`src/rtl/sap_pkg.sv`:
```
// Shared types and sizing for the SAP program loader: FSM state encoding,
// memory geometry and the length-validity helper.
package sap_pkg;

    localparam int MEM_DEPTH  = 16;
    localparam int MEM_ADDR_W = 4;
    localparam int DATA_W     = 8;
    localparam int IDX_W      = MEM_ADDR_W + 1;
    localparam int BIT_CNT_W  = 3;

    typedef enum logic [2:0] {
        IDLE       = 3'd0,
        RECV_LEN   = 3'd1,
        RECV_DATA  = 3'd2,
        SET_ADR    = 3'd3,
        WRITE_DATA = 3'd4,
        FINISH     = 3'd5
    } loader_state_t;

    // A length byte is usable only if it fits the RAM without wrapping.
    function automatic logic len_ok(input logic [DATA_W-1:0] len_byte);
        return (len_byte != '0) && (len_byte <= DATA_W'(MEM_DEPTH));
    endfunction

endpackage

```
`src/rtl/ser_byte_rx.sv`:
```
// Serial-to-parallel byte assembler: MSB-first shift on each strobe, one-cycle
// byte-valid pulse on the eighth bit. Disabling it flushes any partial byte.
module ser_byte_rx
    import sap_pkg::*;
(
    input  logic              clk,
    input  logic              reset,
    input  logic              i_enable,
    input  logic              i_strobe,
    input  logic              i_bit,
    output logic [DATA_W-1:0] o_byte,
    output logic              o_byte_valid
);

    logic [DATA_W-1:0]    r_shift;
    logic [DATA_W-1:0]    r_byte;
    logic [BIT_CNT_W-1:0] r_cnt;
    logic                 r_valid;
    logic [DATA_W-1:0]    w_shift_next;
    logic                 w_last_bit;

    assign w_shift_next = {r_shift[DATA_W-2:0], i_bit};
    assign w_last_bit   = (r_cnt == {BIT_CNT_W{1'b1}});

    always_ff @(posedge clk) begin
        if (reset || !i_enable) begin
            r_shift <= '0;
            r_cnt   <= '0;
            r_valid <= 1'b0;
        end else begin
            r_valid <= 1'b0;
            if (i_strobe) begin
                r_shift <= w_shift_next;
                r_cnt   <= r_cnt + BIT_CNT_W'(1);
                if (w_last_bit) begin
                    r_valid <= 1'b1;
                end
            end
        end
    end

    // The completed byte is held stable until the next one finishes.
    always_ff @(posedge clk) begin
        if (reset) begin
            r_byte <= '0;
        end else if (i_enable && i_strobe && w_last_bit) begin
            r_byte <= w_shift_next;
        end
    end

    assign o_byte       = r_byte;
    assign o_byte_valid = r_valid;

endmodule

```
`src/rtl/prog_loader.sv`:
```
// Program loader: receives a length byte then that many data bytes over a
// serial link and writes them into CPU RAM at addresses 0..L-1 via the CPU bus.
module prog_loader
    import sap_pkg::*;
(
    input  logic              clk,
    input  logic              reset,
    input  logic              start,
    input  logic              ser_strobe,
    input  logic              ser_bit,
    output logic [DATA_W-1:0] bus_value,
    output logic              bus_drive,
    output logic              en_write_mem_adr,
    output logic              en_write_mem,
    output logic              cpu_hold,
    output logic              done,
    output logic              error
);

    loader_state_t     r_state;
    loader_state_t     w_state_next;
    logic [IDX_W-1:0]  r_idx;
    logic [IDX_W-1:0]  r_len;
    logic [DATA_W-1:0] r_data;
    logic              r_pend_valid;
    logic [DATA_W-1:0] r_pend_byte;
    logic              r_error;

    logic [DATA_W-1:0] w_rx_byte;
    logic              w_rx_valid;
    logic              w_data_avail;
    logic [DATA_W-1:0] w_data_byte;
    logic [IDX_W-1:0]  w_idx_inc;
    logic              w_len_ok;
    logic              w_write_phase;

    ser_byte_rx u_rx (
        .clk          (clk),
        .reset        (reset),
        .i_enable     (cpu_hold),
        .i_strobe     (ser_strobe),
        .i_bit        (ser_bit),
        .o_byte       (w_rx_byte),
        .o_byte_valid (w_rx_valid)
    );

    // A byte that finished during the two bus cycles is taken ahead of the live one.
    assign w_data_avail  = r_pend_valid | w_rx_valid;
    assign w_data_byte   = r_pend_valid ? r_pend_byte : w_rx_byte;
    assign w_idx_inc     = r_idx + IDX_W'(1);
    assign w_len_ok      = len_ok(w_rx_byte);
    assign w_write_phase = (r_state == SET_ADR) || (r_state == WRITE_DATA);

    always_ff @(posedge clk) begin
        if (reset) begin
            r_state <= IDLE;
        end else begin
            r_state <= w_state_next;
        end
    end

    always_comb begin
        w_state_next = r_state;
        case (r_state)
            IDLE: begin
                if (start) begin
                    w_state_next = RECV_LEN;
                end
            end
            RECV_LEN: begin
                if (w_rx_valid) begin
                    w_state_next = w_len_ok ? RECV_DATA : IDLE;
                end
            end
            RECV_DATA: begin
                if (w_data_avail) begin
                    w_state_next = SET_ADR;
                end
            end
            SET_ADR: begin
                w_state_next = WRITE_DATA;
            end
            WRITE_DATA: begin
                w_state_next = (w_idx_inc == r_len) ? FINISH : RECV_DATA;
            end
            FINISH: begin
                w_state_next = IDLE;
            end
            default: begin
                w_state_next = IDLE;
            end
        endcase
    end

    always_ff @(posedge clk) begin
        if (reset) begin
            r_idx   <= '0;
            r_len   <= '0;
            r_data  <= '0;
            r_error <= 1'b0;
        end else begin
            case (r_state)
                IDLE: begin
                    if (start) begin
                        r_idx   <= '0;
                        r_error <= 1'b0;
                    end
                end
                RECV_LEN: begin
                    if (w_rx_valid) begin
                        if (w_len_ok) begin
                            r_len <= w_rx_byte[IDX_W-1:0];
                        end else begin
                            r_error <= 1'b1;
                        end
                    end
                end
                RECV_DATA: begin
                    if (w_data_avail) begin
                        r_data <= w_data_byte;
                    end
                end
                WRITE_DATA: begin
                    r_idx <= w_idx_inc;
                end
                default: begin
                end
            endcase
        end
    end

    // Single-entry holding slot so shifting never has to pause for the bus cycles.
    always_ff @(posedge clk) begin
        if (reset) begin
            r_pend_valid <= 1'b0;
            r_pend_byte  <= '0;
        end else if (r_state == RECV_DATA) begin
            if (r_pend_valid) begin
                r_pend_valid <= w_rx_valid;
                r_pend_byte  <= w_rx_byte;
            end
        end else if (w_write_phase) begin
            if (w_rx_valid) begin
                r_pend_valid <= 1'b1;
                r_pend_byte  <= w_rx_byte;
            end
        end else begin
            r_pend_valid <= 1'b0;
        end
    end

    always_comb begin
        bus_value        = '0;
        bus_drive        = 1'b0;
        en_write_mem_adr = 1'b0;
        en_write_mem     = 1'b0;
        cpu_hold         = 1'b0;
        done             = 1'b0;
        case (r_state)
            RECV_LEN, RECV_DATA: begin
                cpu_hold = 1'b1;
            end
            SET_ADR: begin
                cpu_hold         = 1'b1;
                bus_drive        = 1'b1;
                en_write_mem_adr = 1'b1;
                bus_value        = {{(DATA_W-MEM_ADDR_W){1'b0}}, r_idx[MEM_ADDR_W-1:0]};
            end
            WRITE_DATA: begin
                cpu_hold     = 1'b1;
                bus_drive    = 1'b1;
                en_write_mem = 1'b1;
                bus_value    = r_data;
            end
            FINISH: begin
                done = 1'b1;
            end
            default: begin
            end
        endcase
    end

    assign error = r_error;

endmodule

```
`config.mk`:
```
export PLATFORM = sky130hd
export DESIGN_NAME = prog_loader
export DESIGN_NICKNAME = d
export VERILOG_FILES = /design/src/rtl/sap_pkg.sv /design/src/rtl/ser_byte_rx.sv /design/src/rtl/prog_loader.sv
export SDC_FILE = /design/constraint.sdc
export NUM_CORES = 1
export LEC_CHECK = 0
export ABC_AREA = 1
export CORE_MARGIN = 10
export CORE_UTILIZATION = 40
export CTS_CLUSTER_SIZE = 8
export DETAILED_ROUTE_END_ITERATION = 10
export PLACE_DENSITY = 0.56
export SYNTH_ARGS = -nofsm -noshare
export SYNTH_HDL_FRONTEND = slang
export SYNTH_SLANG_ARGS = --single-unit
```
`constraint.sdc`:
```
create_clock -name clk -period 1.6 [get_ports clk]
set_input_delay 0.4 -clock clk [delete_from_list [all_inputs] [get_ports clk]]
set_output_delay 0.4 -clock clk [all_outputs]
set_load 0.1 [all_outputs]
```
# Word level (Yosys, flattened, before mapping)
# Index checks and enable logic that the tools add are counted.
# W data, S select, Z words.
# word_totals
input_bits	5
register_bits	50
# op_classes
reduce_logical	21
muxes	28
n_eq_ne	13
bitwise	2
order_cmp	1
n_addsub	2
# ops
operator	count
$mux W8	5
$pmux W8 S2	1
$pmux W3 S5	1
$mux W1	13
$mux W3	4
$pmux W5 S2	1
$eq A3 B3 Y1 const B	3
$reduce_and A3 Y1	3
$le A8 B5 Y1 const B	1
$ne A2 B2 Y1 const B	4
$reduce_bool A2 Y1	4
$reduce_bool A8 Y1	1
$eq A3 B2 Y1 const B	2
$add A5 B1 Y5 const B	1
$eq A5 B5 Y1	1
$mux W5	1
$reduce_and A2 Y1	2
$reduce_and A4 Y1	1
$reduce_or A2 Y1	2
$reduce_or A4 Y1	1
$add A3 B1 Y3 const B	1
$eq A3 B1 Y1 const B	1
$logic_and A1 B1 Y1	3
$logic_not A3 Y1	1
other kinds (8)	9

# Logic depth before layout (Yosys ltp)
# logic_depth
ltp_word	6
depth_mapped	12
mapped_depth_nobuf	12

# Hierarchy
# From an unflattened synthesis, not the netlist that was laid out.
# unflattened
hier_cells	316
hier_area_um2	2351.0
# by_module_without_submodules
mod	instances	area_per_inst_um2	cells_each
prog_loader	1	1626.6	219
ser_byte_rx	1	724.4	97

# Worst setup path before layout
# No wires, ideal clock.
# synth_timing
path_type	flip-flop to output port
startpoint	register r_state[0]
endpoint	output port bus_value[1]
slack_ns	-1.680
t_arrival_ns	2.880
path_buffers	1
path_stages_with_launch	5
path_cell_list	dfxtp_1 > nor2_1 > nand2_2 > buf_6 > o21ai_0
# synth_via
elab_chain_cells	2
elab_cells_between_ends	3
classes_between	2 x eq/ne; 1 x mux
# synth_lines
item	line	text
start: declaration	prog_loader.sv:20	loader_state_t r_state;
start signal: assignment	prog_loader.sv:58	r_state <= w_state_next;
$eq A3 B3 Y1 or $eq A3 B2 Y1 (tied branches)	prog_loader.sv:159	case (r_state)
$pmux W8 S2 *	prog_loader.sv:159	
end: declaration	prog_loader.sv:11	output logic [DATA_W-1:0] bus_value,
# Mark *: on every way between the ends. The rest lies on a longest branch, timed or not.

# Worst setup path in the final report
# layout_timing
startpoint	register r_state[0]
endpoint	output port bus_value[0]
# Same word-level chain as after synthesis.

==> impl_metrics.yaml <==
drt:
  wl_um: 5170
  detail_route.iter0.violations: 125
  vias: 1982
  viasPerCell: 4.91
  ant_nets: 0
  wl_per_cell_um: 12.8
  detail_route.first_pass.iterations: 4
  drc: 0
timing:
  hold_viol_final: 0
  finalWorstSetupSlack_ns: -0.199
  clock_skew_ns: 0.00844
  worstMarginPinSlew_ns: 0.345
  final-setup-viol-count: 13
  fin_crit_ns: 1.80
  finalCritPeriodShare_pct: 112
  maxSlewViolCount: 0
  max_freq_mhz: 556
  setup_tns_ns: -1.81
  rsz0062_at_grt: "yes"
  slew-limit-headroom_pct: 76.9
floorplanning:
  fp.dieArea_um2: 9110
  die_height_um: 95.4
  rows: 27
  core_um2: 5510
  initial_utilization_pct: 41.3
  dieWidth_um: 95.4
  io_pins: 19
worst_setup_path:
  required_ns: 1.20
  cp.buffers_inverters: 2
  path_max_fanout: 12
  crit_path_max_incr_delay_ns: 0.37
  crit_family: "flip-flops"
  cp.arrival_ns: 1.40
  end_kind: "primary output"
  crit_top_cell: "buf_12"
  crit_chain: "nor2_4 > nand2_2 > buf_12 > o22ai_4 > buf_12"
  start_kind: "register"
  path_class: "register to primary output"
  r2r_slack_ns: 0.08
  crit_slowest_cell: "dfxtp_4"
min_path:
  min_path_type: "register to register"
finish:
  area_growth_pct: 34.7
  final_cell_mix: "nand2_1 (48), dfxtp_1 (45), a21oi_1 (32), inv_1 (28), nor2_1 (24)"
  stdcell_area_um2: 3070
  layout_commonest_cell: "nand2_1"
  fin_cells: 404
  drive_gt1_share_pct: 26.8
  diodes: 0
  layout.nets: 339
logic_synthesis:
  netlist_area_um2: 2280
  yosys.area_share.simple_pct: 23.0
  synth_seq_area_share_pct: 44.0
  synthAdderAreaFrac_pct: 1.65
  synthDistinctLibCells: 31
  synth_xor_area_share_pct: 0.385
  syn_inst: 295
  synthMuxAreaShare_pct: 0
  synth.net_count: 303
  synth-compound-area-share_pct: 21.4
  yosys_warnings: 0
  ys_seq_elements: 50
  synth_top_family_by_area: "simple AND/OR/NAND/NOR gates"
  avgSynthCellArea_um2: 7.72
placed_design:
  dpl.hpwl_um: 3750
  port_buffers: 18
  globalplace.congestion: 0.812
  place_area_um2: 2830
  dp_cells: 387
flow_run:
  drv_cap: 0
status:
  violations: "setup timing"
  outcome: "finished with violations"
clock_tree:
  clk_latency_ns: 0.31
  clk_pin_slew_ns: 0.09
  cts_max_path_buffers: 2
  ctsRootBufferMaster: "clkbuf_8"
  cts_tree: "done"
  numCtsBuffers: 5
  cts.htree.levels: 2
  clock-sinks: 50
global_route:
  grt.busiest_layer: "met2"
  use_met2_pct: 19.8
  grt_use_met1_pct: 14.9
  antenna_found_initial: 0
  grt_start_max_net_pins: 23
  met3_usage_pct: 3.38
  grt_use_total_pct: 12.1
  grt_pass1_vias: 1880
  grt_overflow_total: 0
  grt_pass1_wl_um: 8820
power:
  p_clk_share_pct: 33.8
  switching_power_mw: 0.655
  max-vdd-ir-drop_mv: 0.502
  swShare_pct: 27.6
  p_seq_share_pct: 53.6
  p_per_area_nw_per_um2: 775
  internal-power_mw: 1.72
  p_leak_nw: 1.14
  p_comb_share_pct: 12.6
## power groups by stage
| stage | sequential (mW) | combinational [mW] | clock [mW] |
|---|---|---|---|
| finish | 1.27 | 0.300 | 0.802 |
| global route | 1.28 | 0.324 | 0.888 |
| CTS | 1.27 | 0.298 | 0.834 |
| detailed placement | 1.30 | 0.286 | 0 |
| global placement | 1.30 | 0.287 | 0 |
| floorplan | 1.33 | 0.166 | 0 |
## path summary, 6_finish.rpt
path | cells past startpoint | from | endpoint
worst max register to register | 8 | r_state[1] | r_pend_byte[3]
worst min register to register | 2 | u_rx.r_shift[6] | u_rx.r_shift[6]
worst min-delay path | 2 | u_rx.r_shift[6] | u_rx.r_shift[6]
worst max-delay path | 5 | r_state[0] | bus_value[0]
## Yosys cell counts (all sizes together)
library cell	count	share of area (%)
nand2	55	10
dfxtp	50	44
inv	36	6.2
a21oi	35	7.9
nor2	33	6.4
o21ai	26	6.0
a211oi	17	5.6
nand3	9	3.1
clkbuf	6	0.99
buf	5	2.1
nand4	5	1.4
nor3	5	1.3
ha	3	1.6
o22ai	3	0.82
clkinv	2	0.33
nand3b	2	0.66
a22o	1	0.77
a31oi	1	0.28
xnor2	1	0.38
## sequential cells by signal (all words and copies together), names as in the netlist
signal and cells:
u_rx.o_byte_valid 1, r_pend_valid 1, r_pend_byte 8, u_rx.o_byte 8
r_idx 5, r_data 8, r_len 5, r_state 3
u_rx.r_cnt 3, error 1, u_rx.r_shift 7
## per-stage QoR
step           worst slack, ns  util (%)  power [mW]  hold slack [ns]
2_1_floorplan           -0.507         -        1.49            0.438
5_1_grt                 -0.264      55.7        2.49            0.496
4_1_cts                 -0.216      54.1        2.41            0.474
3_3_place_gp            0.0603      51.4        1.59            0.454
3_5_place_dp            0.0484      51.4        1.59            0.459
6_report                -0.199      55.7        2.38            0.469
## layer usage
metal	share of wire, %	vias up
li1	-	1052
met1	46	892
met2	49	31
met3	3.5	7
met4	1.4	0
met5	0	-
## kinds of logic (layout without fill, tap and decap cells)
group | after synthesis | after routing
AND/OR/NAND/NOR | 109 | 109
AO/OA/AOI/OAI | 83 | 83
flip-flops | 50 | 50
buffers and inverters | 49 | 86
adder cells (fa/ha/maj) | 3 | 3
XOR/XNOR | 1 | 1
## final cells by class
| type | instances | area (um^2) |
|---|---|---|
| Inverter | 38 | 160 |
| Tap cell | 72 | 90.1 |
| Fill cell | 521 | 2440 |
| Multi-Input combinational cell | 196 | 1180 |
| Clock inverter | 2 | 16.3 |
| Clock buffer | 6 | 82.6 |
| Sequential cell | 50 | 1010 |
| Timing Repair Buffer | 40 | 523 |
## tightest hold or removal path: stages (launching register included)
cell and delay, ns:
dfxtp_1 0.32, nand2_1 0.06, a21oi_1 0.05
## timing repair
action | 4_1_cts | 5_1_grt
pin swaps | 2 | 9
hold buffers | 0 | 0
setup endpoints to repair | 13 | 22
hold endpoints to repair | 0 | 0
setup buffers | 5 | 4
resized for setup | 3 | 15
(Power assumes the default switching activity.)
